`src/rtl/mips_pkg.sv`:
```
// Shared definitions for the MIPS pipeline: datapath widths, control-bundle
// bit positions and the bubble value of the control bundle.
package mips_pkg;

   localparam int DW = 32;
   localparam int AW = 5;
   localparam int CW = 8;

   localparam int CTRL_REG_WRITE  = 0;
   localparam int CTRL_MEM_READ   = 1;
   localparam int CTRL_MEM_WRITE  = 2;
   localparam int CTRL_MEM_TO_REG = 3;
   localparam int CTRL_ALU_SRC    = 4;
   localparam int CTRL_ALU_OP_LSB = 5;

   localparam logic [CW-1:0] CTRL_BUBBLE = '0;

   localparam int STALL_CNT_W = 16;

endpackage

```
`src/rtl/id_ex_stage_hazard_detect.sv`:
```
// Load-use compare: an in-flight load in EX whose destination is read by the
// instruction in ID. Both sources are checked regardless of instruction type.
module hazard_detect #(
   parameter int AW = 5
) (
   input  logic          ex_valid,
   input  logic          ex_mem_read,
   input  logic [AW-1:0] ex_dst,
   input  logic          id_valid,
   input  logic [AW-1:0] id_rs,
   input  logic [AW-1:0] id_rt,
   output logic          hz
);

   always_comb begin
      hz = ex_valid && ex_mem_read && (ex_dst != '0) && id_valid &&
           ((ex_dst == id_rs) || (ex_dst == id_rt));
   end

endmodule

```
`src/rtl/id_ex_stage.sv`:
```
// ID/EX pipeline register with same-edge WB bypass, load-use stall/bubble,
// branch flush and a saturating stall-cycle counter.
module id_ex_stage #(
   parameter int DW = mips_pkg::DW,
   parameter int AW = mips_pkg::AW,
   parameter int CW = mips_pkg::CW
) (
   input  logic          clk,
   input  logic          rstb,
   input  logic          id_valid,
   input  logic [AW-1:0] id_rs,
   input  logic [AW-1:0] id_rt,
   input  logic [AW-1:0] id_dst,
   input  logic [DW-1:0] id_rd_data1,
   input  logic [DW-1:0] id_rd_data2,
   input  logic [DW-1:0] id_imm,
   input  logic [CW-1:0] id_ctrl,
   input  logic          wb_wr_e,
   input  logic [AW-1:0] wb_wr_addr,
   input  logic [DW-1:0] wb_wr_data,
   input  logic          flush,
   input  logic          stall_cnt_clr,
   output logic          stall,
   output logic          ex_valid,
   output logic [AW-1:0] ex_rs,
   output logic [AW-1:0] ex_rt,
   output logic [AW-1:0] ex_dst,
   output logic [DW-1:0] ex_op_a,
   output logic [DW-1:0] ex_op_b,
   output logic [DW-1:0] ex_imm,
   output logic [CW-1:0] ex_ctrl,
   output logic [15:0]   stall_cnt
);

   import mips_pkg::*;

   logic          hz;
   logic          ex_valid_q, ex_valid_d;
   logic [AW-1:0] ex_rs_q, ex_rs_d;
   logic [AW-1:0] ex_rt_q, ex_rt_d;
   logic [AW-1:0] ex_dst_q, ex_dst_d;
   logic [DW-1:0] ex_op_a_q, ex_op_a_d;
   logic [DW-1:0] ex_op_b_q, ex_op_b_d;
   logic [DW-1:0] ex_imm_q, ex_imm_d;
   logic [CW-1:0] ex_ctrl_q, ex_ctrl_d;
   logic [STALL_CNT_W-1:0] stall_cnt_q, stall_cnt_d;
   logic [DW-1:0] op_a_byp, op_b_byp;

   hazard_detect #(.AW(AW)) u_hazard_detect (
      .ex_valid    (ex_valid_q),
      .ex_mem_read (ex_ctrl_q[CTRL_MEM_READ]),
      .ex_dst      (ex_dst_q),
      .id_valid    (id_valid),
      .id_rs       (id_rs),
      .id_rt       (id_rt),
      .hz          (hz)
   );

   assign stall = hz && !flush;

   // The regfile write lands on the same edge as this capture, so the read
   // data it presents is stale for a register being written back right now.
   always_comb begin
      op_a_byp = id_rd_data1;
      op_b_byp = id_rd_data2;
      if (wb_wr_e && (wb_wr_addr != '0) && (wb_wr_addr == id_rs)) begin
         op_a_byp = wb_wr_data;
      end
      if (wb_wr_e && (wb_wr_addr != '0) && (wb_wr_addr == id_rt)) begin
         op_b_byp = wb_wr_data;
      end
   end

   always_comb begin
      ex_valid_d = 1'b0;
      ex_rs_d    = '0;
      ex_rt_d    = '0;
      ex_dst_d   = '0;
      ex_op_a_d  = '0;
      ex_op_b_d  = '0;
      ex_imm_d   = '0;
      ex_ctrl_d  = CTRL_BUBBLE;
      if (!flush && !stall) begin
         ex_valid_d = id_valid;
         ex_rs_d    = id_rs;
         ex_rt_d    = id_rt;
         ex_dst_d   = id_dst;
         ex_op_a_d  = op_a_byp;
         ex_op_b_d  = op_b_byp;
         ex_imm_d   = id_imm;
         ex_ctrl_d  = id_valid ? id_ctrl : CTRL_BUBBLE;
      end
   end

   always_comb begin
      stall_cnt_d = stall_cnt_q;
      if (stall_cnt_clr) begin
         stall_cnt_d = '0;
      end else if (stall && (stall_cnt_q != '1)) begin
         stall_cnt_d = stall_cnt_q + 1'b1;
      end
   end

   always_ff @(posedge clk or negedge rstb) begin
      if (!rstb) begin
         ex_valid_q  <= 1'b0;
         ex_rs_q     <= '0;
         ex_rt_q     <= '0;
         ex_dst_q    <= '0;
         ex_op_a_q   <= '0;
         ex_op_b_q   <= '0;
         ex_imm_q    <= '0;
         ex_ctrl_q   <= CTRL_BUBBLE;
         stall_cnt_q <= '0;
      end else begin
         ex_valid_q  <= ex_valid_d;
         ex_rs_q     <= ex_rs_d;
         ex_rt_q     <= ex_rt_d;
         ex_dst_q    <= ex_dst_d;
         ex_op_a_q   <= ex_op_a_d;
         ex_op_b_q   <= ex_op_b_d;
         ex_imm_q    <= ex_imm_d;
         ex_ctrl_q   <= ex_ctrl_d;
         stall_cnt_q <= stall_cnt_d;
      end
   end

   assign ex_valid  = ex_valid_q;
   assign ex_rs     = ex_rs_q;
   assign ex_rt     = ex_rt_q;
   assign ex_dst    = ex_dst_q;
   assign ex_op_a   = ex_op_a_q;
   assign ex_op_b   = ex_op_b_q;
   assign ex_imm    = ex_imm_q;
   assign ex_ctrl   = ex_ctrl_q;
   assign stall_cnt = stall_cnt_q;

endmodule

```
`config.mk`:
```
export PLATFORM = sky130hd
export DESIGN_NAME = id_ex_stage
export DESIGN_NICKNAME = d
export VERILOG_FILES = /design/src/rtl/mips_pkg.sv /design/src/rtl/id_ex_stage_hazard_detect.sv /design/src/rtl/id_ex_stage.sv
export SDC_FILE = /design/constraint.sdc
export NUM_CORES = 1
export LEC_CHECK = 0
export ABC_CLOCK_PERIOD_IN_PS = 2660
export CAP_MARGIN = 10
export CORE_MARGIN = 1
export CORE_UTILIZATION = 43
export CTS_CLUSTER_DIAMETER = 200
export CTS_CLUSTER_SIZE = 8
export DETAILED_ROUTE_END_ITERATION = 12
export PLACE_DENSITY = 0.86
export SETUP_SLACK_MARGIN = 0.3
export SYNTH_ARGS = -nofsm -noshare
export SYNTH_HDL_FRONTEND = slang
export SYNTH_SLANG_ARGS = --single-unit
```
`constraint.sdc`:
```
create_clock -name clk -period 2.66 [get_ports clk]
set_input_delay 0.399 -clock clk [delete_from_list [all_inputs] [get_ports clk]]
set_output_delay 0.399 -clock clk [all_outputs]
set_load 0.005 [all_outputs]
```
# Word-level counts from Yosys, hierarchy flattened
# Index checks and enable logic that the tools add are counted.
# totals
reg_bits,136
ram_bits,0
output_inout_bits,137
wordCells,44
inputBits,162
rom_bits,0
n_memories,0
latchBits,0
# classes
n_addsub,1
div_mod_pow,0
n_reduce_logical,16
order_cmp,0
bitwise_logic,0
n_mul,0
mux,13
eq_ne,5
shifts,0
# ops
operator,count
two-way mux 32 bit,5
two-way mux 16 bit,2
== test 5 bit,4
adder 16 x 1 -> 16 bit (second input constant),1
two-way mux 8 bit,2
inequality test 16 bit (second input constant),1
two-way mux 5 bit,3
logical AND 1 bit,10
nonzero test 5 bit,2
logical NOT 1 bit,2
nonzero test 2 bit,1
logical OR 1 bit,1
two-way mux 1 bit,1

# Logic depth before layout (Yosys ltp)
# Gate-level depths: netlist (run 1).
# logic_depth
depth_word,8
ltp_mapped,7
depth_no_buf,6

# By module
# A second synthesis (run 1) with hierarchy kept.
# hier_totals
hier_cells,498
hier_area_um2,5728.0
# by_module_without_submodules
module,seq_area_each_um2,instances,cells_each,area_per_inst_um2
id_ex_stage,3403.3,1,481,5599.1
hazard_detect,0.0,1,17,128.9

# Worst setup path after synthesis (run 1)
# OpenSTA, ideal clock, no wires.
# synth_path
path_kind,reg2reg
from,"register stall_cnt_q[0], in the netlist stall_cnt[0]"
to,"register stall_cnt_q[14], in the netlist stall_cnt[14]"
arrival_ns,1.759
n_path_buf,0
stages_incl_launch_ff,6
slack_ns,0.807
setup_ns,0.094
synth_period_minus_slack_ns,1.853
required_time_ns,2.566
cell_sequence,dfrtp_1 ha_1 nand2_1 or4_4 o41a_1 a211oi_1
# synth_between
elab_chain_len,3
elab_cells_between_ends,6
classes_between,1 x add/sub; 1 x eq/ne; 2 x mux; 2 x reduce/logical
# synth_rtl
item,line_no,rtl
"start, declared",id_ex_stage.sv:46,"logic [STALL_CNT_W-1:0] stall_cnt_q, stall_cnt_d;"
"start signal, assigned",id_ex_stage.sv:124,stall_cnt_q <= stall_cnt_d;
adder 16 x 1 -> 16 bit / inequality test 16 bit (equally long branches),"id_ex_stage.sv:100, id_ex_stage.sv:99",
two-way mux 16 bit / logical AND 1 bit (equally long branches),id_ex_stage.sv:99,end else if (stall && (stall_cnt_q != '1)) begin
two-way mux 16 bit / nonzero test 2 bit (equally long branches),-,
# Parallel ways exist; a longest one is shown, timed or not. The select of a mux whose other input is x is not followed.
# A chain may end at the register's enable or synchronous reset.

# Worst setup path after layout (run 1)
# layout_path
from,"register ex_dst_q[0], in the netlist ex_dst[0]"
to,output stall
# layout_between
elab_chain_len,5
elab_cells_between_ends,8
classes_between,2 x eq/ne; 6 x reduce/logical
# layout_rtl
item,line_no,rtl
"start, declared",id_ex_stage.sv:41,"logic [AW-1:0] ex_dst_q, ex_dst_d;"
"start signal, assigned",id_ex_stage.sv:119,ex_dst_q <= ex_dst_d;
nonzero test 5 bit,id_ex_stage_hazard_detect.sv:16,hz = ex_valid && ex_mem_read && (ex_dst != '0) && id_valid &&
logical AND 1 bit (2 in series),id_ex_stage_hazard_detect.sv:16,
logical AND 1 bit (*),id_ex_stage_hazard_detect.sv:16,
logical AND 1 bit (*),id_ex_stage.sv:59,assign stall = hz && !flush;
"end, declared",id_ex_stage.sv:23,"output logic stall,"
# Every way passes the cells marked *; elsewhere a longest branch is shown, timed or not.

==> results of run 1 <==
-- logic make-up (layout without fill, tap and decap cells) --
group           count (synthesis)  after routing  share of synthesized area
flops                         136            136                      0.598
compound gates                 39             39                     0.0459
simple gates                  175            175                      0.169
buf+inv                        33            352                     0.0404
xor+xnor                       20             20                     0.0308
fa+ha+maj                       1              1                    0.00220
other cells                     0              3                          0
mux                            65             65                      0.114
-- stage by stage --
stage	power (uW)	hold slack, ns	cells
4_1_cts	5660	0.443	960
3_5_place_dp	2970	0.316	926
3_3_place_gp	2950	0.314	926
5_1_grt	5820	0.465	960
2_1_floorplan	2420	0.103	469
6_report	5620	0.436	963
-- how the worst min path moves through the flow --
| stage | end | slack (ns) |
|---|---|---|
| after floorplan | ex_ctrl[0] | 0.10 |
| after global placement | ex_op_b[8] | 0.31 |
| after detailed placement | ex_op_a[8] | 0.32 |
| after CTS | ex_op_a[8] | 0.44 |
| after global routing | ex_op_a[8] | 0.46 |
| final | ex_op_a[8] | 0.44 |
-- sequential cells by signal (all words and copies together) (netlist names) --
name / count
ex_rs: 5
ex_valid: 1
ex_rt: 5
ex_ctrl: 8
stall_cnt: 16
ex_imm: 32
ex_op_b: 32
ex_op_a: 32
ex_dst: 5
-- Yosys cell counts (2+ instances only) --
| cell type | count | area [um^2] |
|---|---|---|
| dfrtp_1 | 136 | 3400 |
| nor2_1 | 69 | 259 |
| mux2i_1 | 64 | 641 |
| and2_1 | 48 | 300 |
| xor2_1 | 14 | 123 |
| a21oi_1 | 13 | 65.1 |
| buf_2 | 13 | 65.1 |
| nand3_1 | 12 | 60.1 |
| or4_1 | 12 | 90.1 |
| buf_6 | 11 | 124 |
| o31ai_1 | 10 | 75.1 |
| and3_1 | 9 | 56.3 |
| xnor2_1 | 6 | 52.6 |
| nor3_1 | 5 | 25.0 |
| inv_1 | 4 | 15.0 |
| nor4_1 | 4 | 25.0 |
| o21ai_0 | 4 | 20.0 |
| nand2_1 | 3 | 11.3 |
| buf_4 | 2 | 15.0 |
| nand4_1 | 2 | 12.5 |
| nor4_4 | 2 | 42.5 |
| or3_1 | 2 | 12.5 |
-- worst max-delay path, cell delays in order, from the launching register on --
cell	delay, ns
dfrtp_2	0.46
or4_4	0.58
o21ai_4	0.16
nor2_1	0.07
clkdlybuf4s15_1	0.22
-- repair_timing --
action / CTS / global route
gates resized for setup: 6 / 6
setup endpoints to repair: 57 / 1
endpoints found under the hold margin: 32 / 0
cloned: 0 / 0
buffers inserted: 1 / 0
hold buffers: 1 / 0
pin swaps: 1 / 2
-- layout make-up --
class                      instances  area share
sequential                       136       0.354
timing repair buffer             315       0.329
multi-input combinational        300       0.221
clock buffer                      21      0.0479
clock inverter                    11      0.0226
tap                              172      0.0224
inverter                           5     0.00195
antenna                            3    0.000781
-- where the power goes --
group | total (uW) | internal [uW] | switching (uW)
clock network | 2680 | 1810 | 866
logic | 739 | 466 | 272
registers | 2200 | 2160 | 35.3
total | 5620 | 4440 | 1170
-- per-layer routing --
metal,up-vias,track usage,routed length (um)
li1,2226,-,-
met1,2300,0.307,6850
met2,205,0.436,9320
met3,20,0.0772,1160
met4,0,0.101,302
met5,-,0,0
==> flow_summary.yaml, run 1 <==
logic_synthesis:
  syn_inst: 469
  syn_area_per_cell_um2: 12.1
  synth_seq_cells: 136
  synth_nets: 632
  synth_warnings: 0
  synth_edf_count: 0
  netlist_area_mm2: 0.00570
  synth-main-ff-cell: "dfrtp_1"
  yosysSeqAreaShare: 0.598
  synth_cell_types: 46
  async_reset_ff_frac: 1.00
floorplanning:
  ios: 299
  die_w_um: 117
  die-height_um: 117
  rows: 41
  initial_core_util: 0.446
  dieArea_mm2: 0.0137
  coreArea_mm2: 0.0128
layout:
  final-seq-area_mm2: 0.00341
  n_fill_cell: 827
  layout-drive-gt1-share: 0.0838
  layout_commonest_cell: "clkdlybuf4s50_1"
  mostFrequentLayoutCells: "clkdlybuf4s50_1 (296), dfrtp_1 (134), nor2_1 (69)"
  nNetsFinal: 938
  finish.instance_area_mm2: 0.00961
  synthToLayoutAreaGrowth_pct: 68.8
  fin_util: 0.753
  multi_input_area_mm2: 0.00212
worst_setup_path:
  rrSetupSlack_ns: 0.44
  cp-start-kind: "flop"
  crit_path_end_kind: "output pin"
  crit_start: "ex_dst[0]"
  crit_path_end: "stall"
  reg2reg_from: "ex_dst[0]"
  cp_data_arrival_time_ns: 1.90
  r2r-end: "stall_cnt[8]"
  crit_fanout: 4
  required_ns: 2.26
  worstSetupPathType: "flop to output pin"
  reg2regPathDepth: 6
global_route:
  grt_antenna_before_repair: 1
  grt_overflow: 0
  grt_pass1_vias: 4711
  grt_usage: 0.257
  grt_max_degree: 65
  grt_pass1_wl_um: 25500
sta:
  setup_viol: 0
  worstMarginPinSlew_ns: 0.650
  setup_ws_ns: 0.361
  max_slew_margin: 0.566
  timing.fmax_mhz: 435
  skew_ns: 0.00440
  slew_violations: 0
  hold_viol: 0
  tns_ns: 0
  min_period_ns: 2.30
  grt_setup_unrepaired: "no"
  period_share: 0.864
detailed_routing:
  totalWireLength_um: 17600
  vias: 4751
  routed_via_density: 4.93
  first_pass_iters: 4
  drc_errors: 0
  drt_iter0_drc: 178
  wl_per_cell_um: 18.3
  ant_nets: 0
power:
  ir_drop_uv: 339
  pwr_density_cell_mw_per_mm2: 584
  leakage_uw: 0.00393
placed_design:
  hpwl_um: 13100
  pre_cts_ws_ns: -0.0236
  place.gp.congestion: 0.830
  io_buffers: 298
  place_area_mm2: 0.00886
clock_tree:
  clkSlewWorstSetupHoldPaths_ns: 0.06
  clockRootBuffer: "clkbuf_16"
  cts.sinks: 136
  cts_max_level: 4
  cts_buffer_depth: 2
  numCtsBuffers: 17
  cts_tree: "built"
  insertion_delay_ns: 0.41
job:
  cap_violations: 0
min_path:
  min-delay-path-class: "input port to async pin"
status:
  status: "finished, final reports clean"
Note: power is estimated with default switching activity, not from simulation.
==> run 2, diff against run 1 <==
- CTS_CLUSTER_SIZE: 8 -> 25
==> results of run 2 <==
The final DEF is identical to that of run 1; final timing and power are the same.
==> run 3, diff against run 2 <==
- GPL_TIMING_DRIVEN: default -> 0
==> run 3 against run 2 <==
Compared with the run above: final cell count is 1.6% higher; flip-flop and latch count stayed put; total power is 6.9% lower; clock power is 15% lower; via count is 3.2% higher; maximum frequency is 0.38% higher; wire length is 5.1% higher; cell area is 0.56% lower; first-iteration DRC count is 74% higher; core utilization is 0.42 points lower; critical path depth is 1 higher; critical path type unchanged; critical endpoint unchanged; largest cell class unchanged.
==> flow_summary.yaml, run 3 (same netlist as run 1, synthesis figures left out) <==
sta:
  setup_viol: 0
  min_period_ns: 2.29
  hold_viol: 0
  tns_ns: 0
  slew_violations: 0
  timing.fmax_mhz: 437
  max_slew_margin: 0.640
  grt_setup_unrepaired: "no"
  period_share: 0.861
  worstMarginPinSlew_ns: 0.540
  skew_ns: 0.00883
power:
  pwr-share-clk: 0.436
  power_frac_seq: 0.421
  p_int_uw: 4080
  swShare: 0.220
  power_switching_uw: 1150
  leakage_uw: 0.00396
  combinationalPowerShare: 0.144
  fin_total_pwr_uw: 5230
  ir_drop_uv: 411
  pwr_density_cell_mw_per_mm2: 547
clock_tree:
  cts_tree: "built"
  clockRootBuffer: "clkbuf_16"
  numCtsBuffers: 17
  clkSlewWorstSetupHoldPaths_ns: 0.06
  cts_buffer_depth: 2
  cts.sinks: 136
  insertion_delay_ns: 0.41
  cts_max_level: 4
layout:
  fin_util: 0.748
  nNetsFinal: 954
  layout_commonest_cell: "clkdlybuf4s50_1"
  instances_no_fill: 978
  synthToLayoutAreaGrowth_pct: 67.9
  layout-drive-gt1-share: 0.0946
  mostFrequentLayoutCells: "clkdlybuf4s50_1 (290), dfrtp_1 (135), nor2_1 (68)"
floorplanning:
  ios: 299
  rows: 41
  dieArea_mm2: 0.0137
  coreArea_mm2: 0.0128
  initial_core_util: 0.446
  die-height_um: 117
  die_w_um: 117
detailed_routing:
  ant_nets: 0
  vias: 4903
  routed_via_density: 5.01
  wl_per_cell_um: 18.9
  drt_iter0_drc: 310
  drc_errors: 0
  totalWireLength_um: 18500
  first_pass_iters: 4
placed_design:
  place.gp.congestion: 0.909
  io_buffers: 297
  placed_cells: 939
  hpwl_um: 14100
global_route:
  grt_usage: 0.269
  grt_pass1_vias: 5044
  grt_antenna_before_repair: 1
  grt_overflow: 0
  grt_max_degree: 81
  grt_pass1_wl_um: 26600
worst_setup_path:
  crit_slowest_cell: "or4_4"
  cp_data_arrival_time_ns: 1.89
  required_ns: 2.26
  cpPeakStageDelay_ns: 0.57
  crit_fanout: 4
  crit_path_end_kind: "output pin"
  cp-start-kind: "flop"
  worstSetupPathType: "flop to output pin"
  crit_chain: "or4_4 -> o21ai_4 -> buf_6 -> nor2_2 -> buf_2"
min_path:
  min-delay-path-class: "input port to flop"
job:
  cap_violations: 0
status:
  status: "finished, final reports clean"
==> run 3: cell types whose count changed in the layout (fill, tap and decap cells not counted), sizes merged <==
| cell | change |
|---|---|
| dlygate4sd2 | +5 |
| clkbuf | +3 |
| clkdlybuf4s50 | -6 |
| clkdlybuf4s15 | -1 |
| clkinvlp | -1 |
| bufinv | -4 |
| buf | +17 |
| inv | -1 |
| clkinv | +3 |
==> run 3: final cells by class <==
type / instances / area [um^2]
Antenna cell: 3 / 7.51
Buffer: 28 / 220
Clock buffer: 23 / 478
Clock inverter: 8 / 96.3
Fill cell: 836 / 3210
Inverter: 5 / 18.8
Multi-Input combinational cell: 300 / 2090
Sequential cell: 136 / 3400
Tap cell: 172 / 215
Timing Repair Buffer: 303 / 3030
==> run 3: path summary, 6_finish.rpt <==
path | to | from | cells past startpoint | slack (ns)
max | stall | ex_dst[0] | 5 | 0.37
min | stall_cnt[1] | stall_cnt_clr | 2 | 0.39
max reg2reg | stall_cnt[7] | ex_dst[0] | 7 | 0.41
min reg2reg | stall_cnt[13] | stall_cnt[13] | 2 | 0.58
max in group asynchronous | ex_imm[11] | rstb | 3 | 1.36
min in group asynchronous | ex_op_a[1] | rstb | 2 | 0.52
==> run 3: what timing repair did <==
item / in CTS / in global routing
hold buffers: 1 / 0
hold endpoints to repair: 56 / 0
buffers inserted: 4 / 0
resized for setup: 19 / 0
setup endpoints to repair: 1 / 0
==> run 3: layer usage <==
| layer | part of all wire | vias to the layer above | GRT usage |
|---|---|---|---|
| met4 | 0.025 | 0 | 0.122 |
| li1 | - | 2254 | - |
| met3 | 0.073 | 39 | 0.0762 |
| met2 | 0.52 | 242 | 0.462 |
| met1 | 0.38 | 2368 | 0.312 |
| met5 | 0 | - | 0 |
==> run 3: worst max-delay path: cells and delay by family (launching register included) <==
family | cells | cell delay, ns
AOI/OAI and AO/OA | 1 | 0.19
DFF | 1 | 0.44
buffers and inverters | 2 | 0.24
and+or+nand+nor | 2 | 0.60
==> run 3: power by group through the flow <==
stage / sequential (uW) / clock [uW] / combinational, uW
after floorplan: 2240 / 0 / 180
after CTS: 2200 / 2310 / 759
after detailed placement: 2230 / 0 / 745
after global placement: 2230 / 0 / 721
final: 2200 / 2280 / 752
after global routing: 2210 / 2400 / 810
==> run 3: per-stage QoR <==
stage          setup slack [ns]  hold WS (ns)  instance area [um^2]
2_1_floorplan             0.807         0.103                  5700
3_3_place_gp              -3.91         0.556                  8880
3_5_place_dp             -0.300         0.394                  8910
4_1_cts                   0.362         0.377                  9550
5_1_grt                   0.313         0.410                  9560
6_report                  0.369         0.392                  9560
